`src/rtl/bus_pkg.sv`:
```
// Shared types and widths for the system bus arbiter.
//   arb_state_t  arbiter FSM state (IDLE, BUSY)
//   BUS_ADDR_W   default bus address width
//   BUS_DATA_W   default bus data width
package bus_pkg;

   typedef enum logic {IDLE, BUSY} arb_state_t;

   localparam int BUS_ADDR_W = 16;
   localparam int BUS_DATA_W = 8;

endpackage

```
`src/rtl/rr_arbiter.sv`:
```
// Combinational round-robin picker: returns the first requester at or after ptr, wrapping.
// Ports:
//   req      in   N     request vector
//   ptr      in   IDW   round-robin start index (always < N)
//   gnt_idx  out  IDW   index of the winning requester (0 when none)
//   any_req  out  1     at least one request is set
module rr_arbiter
   import bus_pkg::*;
#(
   parameter int N   = 3,
   parameter int IDW = (N > 1) ? $clog2(N) : 1
) (
   input  logic [N-1:0]   req,
   input  logic [IDW-1:0] ptr,
   output logic [IDW-1:0] gnt_idx,
   output logic           any_req
);

   int idx;

   always_comb begin
      gnt_idx = '0;
      any_req = 1'b0;
      idx     = 0;
      for (int k = 0; k < N; k++) begin
         idx = int'(ptr) + k;
         if (idx >= N) begin
            idx = idx - N;
         end
         if (!any_req && req[idx]) begin
            any_req = 1'b1;
            gnt_idx = IDW'(idx);
         end
      end
   end

endmodule

```
`src/rtl/bus_arbiter.sv`:
```
// Central round-robin arbiter and master-side mux for the shared system bus.
// Ports:
//   clk, rst       clock (rising edge), asynchronous active-high reset
//   m_breq         per-master bus request
//   m_bgrant       one-hot grant (zero when idle)
//   m_addr/m_wdata packed per-master address / write data, master i at [i*W +: W]
//   m_mode/m_valid per-master mode (1=write) and transaction valid
//   m_sl_valid     slave valid returned to the granted master only
//   m_rdata        read data broadcast to all masters
//   bus_*          muxed slave-side bus; all zero while idle
//   bus_rdata, bus_sl_valid  slave response
//   grant_id       index of current owner (0 when idle)
//   busy           a grant is active
//   timeout_err    one-cycle pulse when the watchdog reclaims the bus
module bus_arbiter
   import bus_pkg::*;
#(
   parameter int NUM_MASTERS = 3,
   parameter int ADDR_W      = BUS_ADDR_W,
   parameter int DATA_W      = BUS_DATA_W,
   parameter int TIMEOUT     = 255,
   localparam int IDW        = $clog2(NUM_MASTERS),
   localparam int WDW        = $clog2(TIMEOUT + 1)
) (
   input  logic                          clk,
   input  logic                          rst,
   input  logic [NUM_MASTERS-1:0]        m_breq,
   output logic [NUM_MASTERS-1:0]        m_bgrant,
   input  logic [NUM_MASTERS*ADDR_W-1:0] m_addr,
   input  logic [NUM_MASTERS*DATA_W-1:0] m_wdata,
   input  logic [NUM_MASTERS-1:0]        m_mode,
   input  logic [NUM_MASTERS-1:0]        m_valid,
   output logic [NUM_MASTERS-1:0]        m_sl_valid,
   output logic [DATA_W-1:0]             m_rdata,
   output logic [ADDR_W-1:0]             bus_addr,
   output logic [DATA_W-1:0]             bus_wdata,
   output logic                          bus_mode,
   output logic                          bus_mvalid,
   input  logic [DATA_W-1:0]             bus_rdata,
   input  logic                          bus_sl_valid,
   output logic [IDW-1:0]                grant_id,
   output logic                          busy,
   output logic                          timeout_err
);

   arb_state_t             state_q, state_d;
   logic [NUM_MASTERS-1:0] grant_q, grant_d;
   logic [IDW-1:0]         gid_q, gid_d;
   logic [IDW-1:0]         ptr_q, ptr_d;
   logic [WDW-1:0]         wd_q, wd_d;
   logic                   terr_q, terr_d;

   logic [IDW-1:0]         win_idx;
   logic                   any_req;
   logic [IDW-1:0]         ptr_after_owner;

   rr_arbiter #(
      .N   (NUM_MASTERS),
      .IDW (IDW)
   ) u_rr (
      .req     (m_breq),
      .ptr     (ptr_q),
      .gnt_idx (win_idx),
      .any_req (any_req)
   );

   assign ptr_after_owner = (gid_q == IDW'(NUM_MASTERS - 1)) ? '0 : gid_q + IDW'(1);

   always_comb begin
      state_d = state_q;
      grant_d = grant_q;
      gid_d   = gid_q;
      ptr_d   = ptr_q;
      wd_d    = wd_q;
      terr_d  = 1'b0;
      unique case (state_q)
         IDLE: begin
            // Stray bus_sl_valid is ignored here; the watchdog only runs in BUSY.
            if (any_req) begin
               state_d = BUSY;
               gid_d   = win_idx;
               grant_d = NUM_MASTERS'(1) << win_idx;
               wd_d    = '0;
            end
         end
         BUSY: begin
            if (!m_breq[gid_q]) begin
               state_d = IDLE;
               grant_d = '0;
               gid_d   = '0;
               ptr_d   = ptr_after_owner;
               wd_d    = '0;
            end else if (bus_sl_valid) begin
               wd_d = '0;
            end else if (int'(wd_q) + 1 >= TIMEOUT) begin
               // Forced release behaves exactly like a voluntary one, plus the error pulse.
               state_d = IDLE;
               grant_d = '0;
               gid_d   = '0;
               ptr_d   = ptr_after_owner;
               wd_d    = '0;
               terr_d  = 1'b1;
            end else begin
               wd_d = wd_q + WDW'(1);
            end
         end
         default: begin
            state_d = IDLE;
            grant_d = '0;
            gid_d   = '0;
         end
      endcase
   end

   always_ff @(posedge clk or posedge rst) begin
      if (rst) begin
         state_q <= IDLE;
         grant_q <= '0;
         gid_q   <= '0;
         ptr_q   <= '0;
         wd_q    <= '0;
         terr_q  <= 1'b0;
      end else begin
         state_q <= state_d;
         grant_q <= grant_d;
         gid_q   <= gid_d;
         ptr_q   <= ptr_d;
         wd_q    <= wd_d;
         terr_q  <= terr_d;
      end
   end

   assign busy        = (state_q == BUSY);
   assign m_bgrant    = grant_q;
   assign grant_id    = gid_q;
   assign timeout_err = terr_q;

   // Mux from the registered owner; everything is forced to zero while idle.
   assign bus_addr   = busy ? m_addr[gid_q*ADDR_W +: ADDR_W]  : '0;
   assign bus_wdata  = busy ? m_wdata[gid_q*DATA_W +: DATA_W] : '0;
   assign bus_mode   = busy & m_mode[gid_q];
   assign bus_mvalid = busy & m_valid[gid_q];

   assign m_sl_valid = {NUM_MASTERS{bus_sl_valid}} & grant_q;
   assign m_rdata    = bus_rdata;

endmodule

```
`config.mk`:
```
export PLATFORM = sky130hd
export DESIGN_NAME = bus_arbiter
export DESIGN_NICKNAME = d
export VERILOG_FILES = /design/src/rtl/bus_pkg.sv /design/src/rtl/rr_arbiter.sv /design/src/rtl/bus_arbiter.sv
export SDC_FILE = /design/constraint.sdc
export NUM_CORES = 1
export LEC_CHECK = 0
export ABC_CLOCK_PERIOD_IN_PS = 2000
export CORE_MARGIN = 8
export CORE_UTILIZATION = 32
export DETAILED_ROUTE_END_ITERATION = 6
export PLACE_DENSITY = 0.82
export SETUP_SLACK_MARGIN = 0.15
export SLEW_MARGIN = 20
export SYNTH_ARGS = -nofsm -noshare
export SYNTH_HDL_FRONTEND = slang
export SYNTH_SLANG_ARGS = --single-unit
```
`constraint.sdc`:
```
create_clock -name clk -period 2 [get_ports clk]
set_input_delay 0.4 -clock clk [delete_from_list [all_inputs] [get_ports clk]]
set_output_delay 0.4 -clock clk [all_outputs]
set_load 0.01 [all_outputs]
```
==> results_dict.tcl <==
set metrics [dict create \
    grt_pass1_wl_um 12900 \
    port_buffers 119 \
    ys_seq_area_share_pct 22.4 \
    async_flop_share_pct 100 \
    holdWs_ps 456 \
    worstPathMaxFanout 5 \
    drive_gt1_share_pct 32.1 \
    max-vdd-ir-drop_mv 0.704 \
    syn_area_um2 1900 \
    vias 2594 \
    fin_skew_ps 5.02 \
    drtIter0Drc 112 \
    cts_buffer_depth 2 \
    synth_ff_type "dfrtp_1" \
    clock-sinks 17 \
    avgViaCountPerCell 5.20 \
    yosysUniqueCellTypes 47 \
    p_leak_nw 1.63 \
    pwr_density_cell_nw_per_um2 1090 \
    total_power_mw 4.14 \
    max_clock_freq_mhz 481 \
    antenna_cells 0 \
    dpl_cell_area_um2 3360 \
    max_slew_margin_pct 78.6 \
    gp_congestion 0.899 \
    synth_cells 269 \
    grt_pass1_vias 2721 \
    antenna_found_initial 0 \
    routed_wl_um 8650 \
    slew_violations 0 \
    dp_hpwl_um 6150 \
    nets 521 \
    overflow 0 \
    ff2ff_setup_slack_ps -70 \
    clk_pin_slew_worst_paths_ps 70 \
    rows 28 \
    yosysTopAreaCell "dfrtp_1" \
    worst_pin_slew_ps 320 \
    yosys-top-cells-area "dfrtp_1 (22%), mux2i_1 (15%), nor2_1 (12%)" \
    dr.pass1.iters 4 \
    r2r_end "ptr_q[0]" \
    final_antenna_net_count 0 \
    boundaryPins 136 \
    ys_ff_latch 17 \
    setup_ws_ps -77.8 \
    setup_viol 18 \
    reg2reg_depth 8 \
    synth_edf_count 0 \
    cts_tree "done" \
    drc 0 \
    die_y_um 93.1 \
    critPathArrivalTime_ps 1680 \
    crit_path_end_kind "output pin" \
    grt_max_degree 29 \
    clk_latency_ps 260 \
    ys_warn_count 0 \
    ctsHoldBuffers 0 \
    start_util_pct 32.7 \
    synth_top_area_share_pct 22.4 \
    rsz0062_at_grt "yes" \
    syn_nets 365 \
    cts-buffers-inserted 3 \
    cts_root_buf "clkbuf_8" \
    min_period_ps 2080 \
    cp.required_ps 1600 \
    area_delta_synth_final_pct 99.3 \
    avgSynthCellArea_um2 7.07 \
    rr_startpoint "grant_id[0]" \
    hold_viol 0 \
    maxCapViolCount 0 \
    fin_tns_setup_ps -517 \
    grt_usage_pct 18.2 \
    outcome "finished, violations left" \
    cp-startpoint "grant_id[0]" \
    worst_setup_path_start_kind "flip-flop" \
    worstSetupPathType "reg -> out" \
    cp-endpoint "bus_addr[11]" \
    coreArea_um2 5820 \
    final_area_um2 3790 \
    die_w_um 93.1 \
    design.die.area_um2 8660 \
    hold_class "in -> async" \
    post-route-period-util_pct 104 \
    violations "negative setup slack" \
    htree_levels 1 \
    drt-wirelength-per-cell_um 17.3 \
]
logic make-up (layout without fill, tap and decap cells):
logic type,Yosys count,count (layout),synth area share [%]
simple gates,115,115,27.1
compound gates,67,67,22.1
buf+inv,34,189,8.82
mux,29,29,15.5
flops,17,17,22.4
fa+ha+maj,5,5,3.16
xor+xnor,2,2,0.922
Yosys cell counts (all sizes together) (2+ instances only):
library cell and number:
inv 8, nor2b 5, nor3b 2, o21a 2
o211ai 6, and2 4, dfrtp 17, nor2 61
nand4 2, nor3 5, o2111ai 2, nand2b 2
buf 13, ha 4, o21ai 13, clkbuf 13
nand2 22, a22oi 2, xnor2 2, a21oi 29
nand3 6, mux2i 28
per-stage QoR:
step                      worst slack [ps]  std cells  util [%]
after floorplan                      -16.5        269         -
after global placement                -147        466      57.8
after detailed placement              -161        466      57.8
after CTS                            -51.2        488      61.0
after global routing                  -159        499      65.1
final                                -77.8        499      65.1
state kept, by name (all words and copies together), names as in the netlist:
signal       flops
busy             1
timeout_err      1
wd_q             8
m_bgrant         3
grant_id         2
ptr_q            2
cells in the final DEF (no fill, tap or decap), types with 6 or more instances in the layout:
cell type        netlist  routed
mux2i_1               28      26
buf_4                  8      39
buf_2                  2      26
o21ai_1                0       6
clkdlybuf4s50_1        0      90
dfrtp_1               17      11
dfrtp_2                0       6
o211ai_1               6       6
nand2_1               22      20
nor2_1                61      58
a21oi_1               29      26
buf_6                  1      12
layout make-up:
class | instances | area, um2
flip-flops and latches | 17 | 433
repair buffers | 177 | 1660
fillers | 494 | 2030
inverters | 8 | 30.0
clock buffers | 3 | 41.3
well taps | 75 | 93.8
multi-input cells | 218 | 1530
clock inverters | 1 | 5.00
where the power goes:
part | switching, mW | internal (mW)
clock network | 0.131 | 0.139
logic | 1.57 | 1.73
registers | 0.128 | 0.439
total | 1.83 | 2.31
repair_timing:
action	4_1_cts	5_1_grt
pin swaps	7	29
endpoints found under the setup margin	44	45
gates resized for setup	131	47
gates cloned	3	1
buffers inserted	16	10
routing by layer:
layer / share of wire, % / track usage, % / vias to the layer above
met5: 0 / 0 / -
met4: 1.9 / 5.64 / 0
met3: 9.5 / 7.77 / 18
met2: 54 / 33.7 / 118
met1: 35 / 17.9 / 1218
li1: - / - / 1240
worst max-delay path: stages, from the launching register on:
cell and delay [ps]:
dfrtp_2 470, buf_6 150, buf_16 120, buf_6 130, mux2i_1 160, nor2_1 60, a21oi_1 120, nor2_1 60
buf_2 150
how the worst min path moves through the flow:
stage	start	cells past startpoint	to	slack (ps)
after floorplan	rst	1	busy	330
after global placement	ptr_q[0]	1	ptr_q[0]	530
after global routing	rst	3	busy	500
after CTS	rst	3	m_bgrant[2]	470
final	rst	3	busy	460
after detailed placement	m_bgrant[0]	2	m_bgrant[0]	550
No activity file was read; power rests on OpenSTA's default activity.
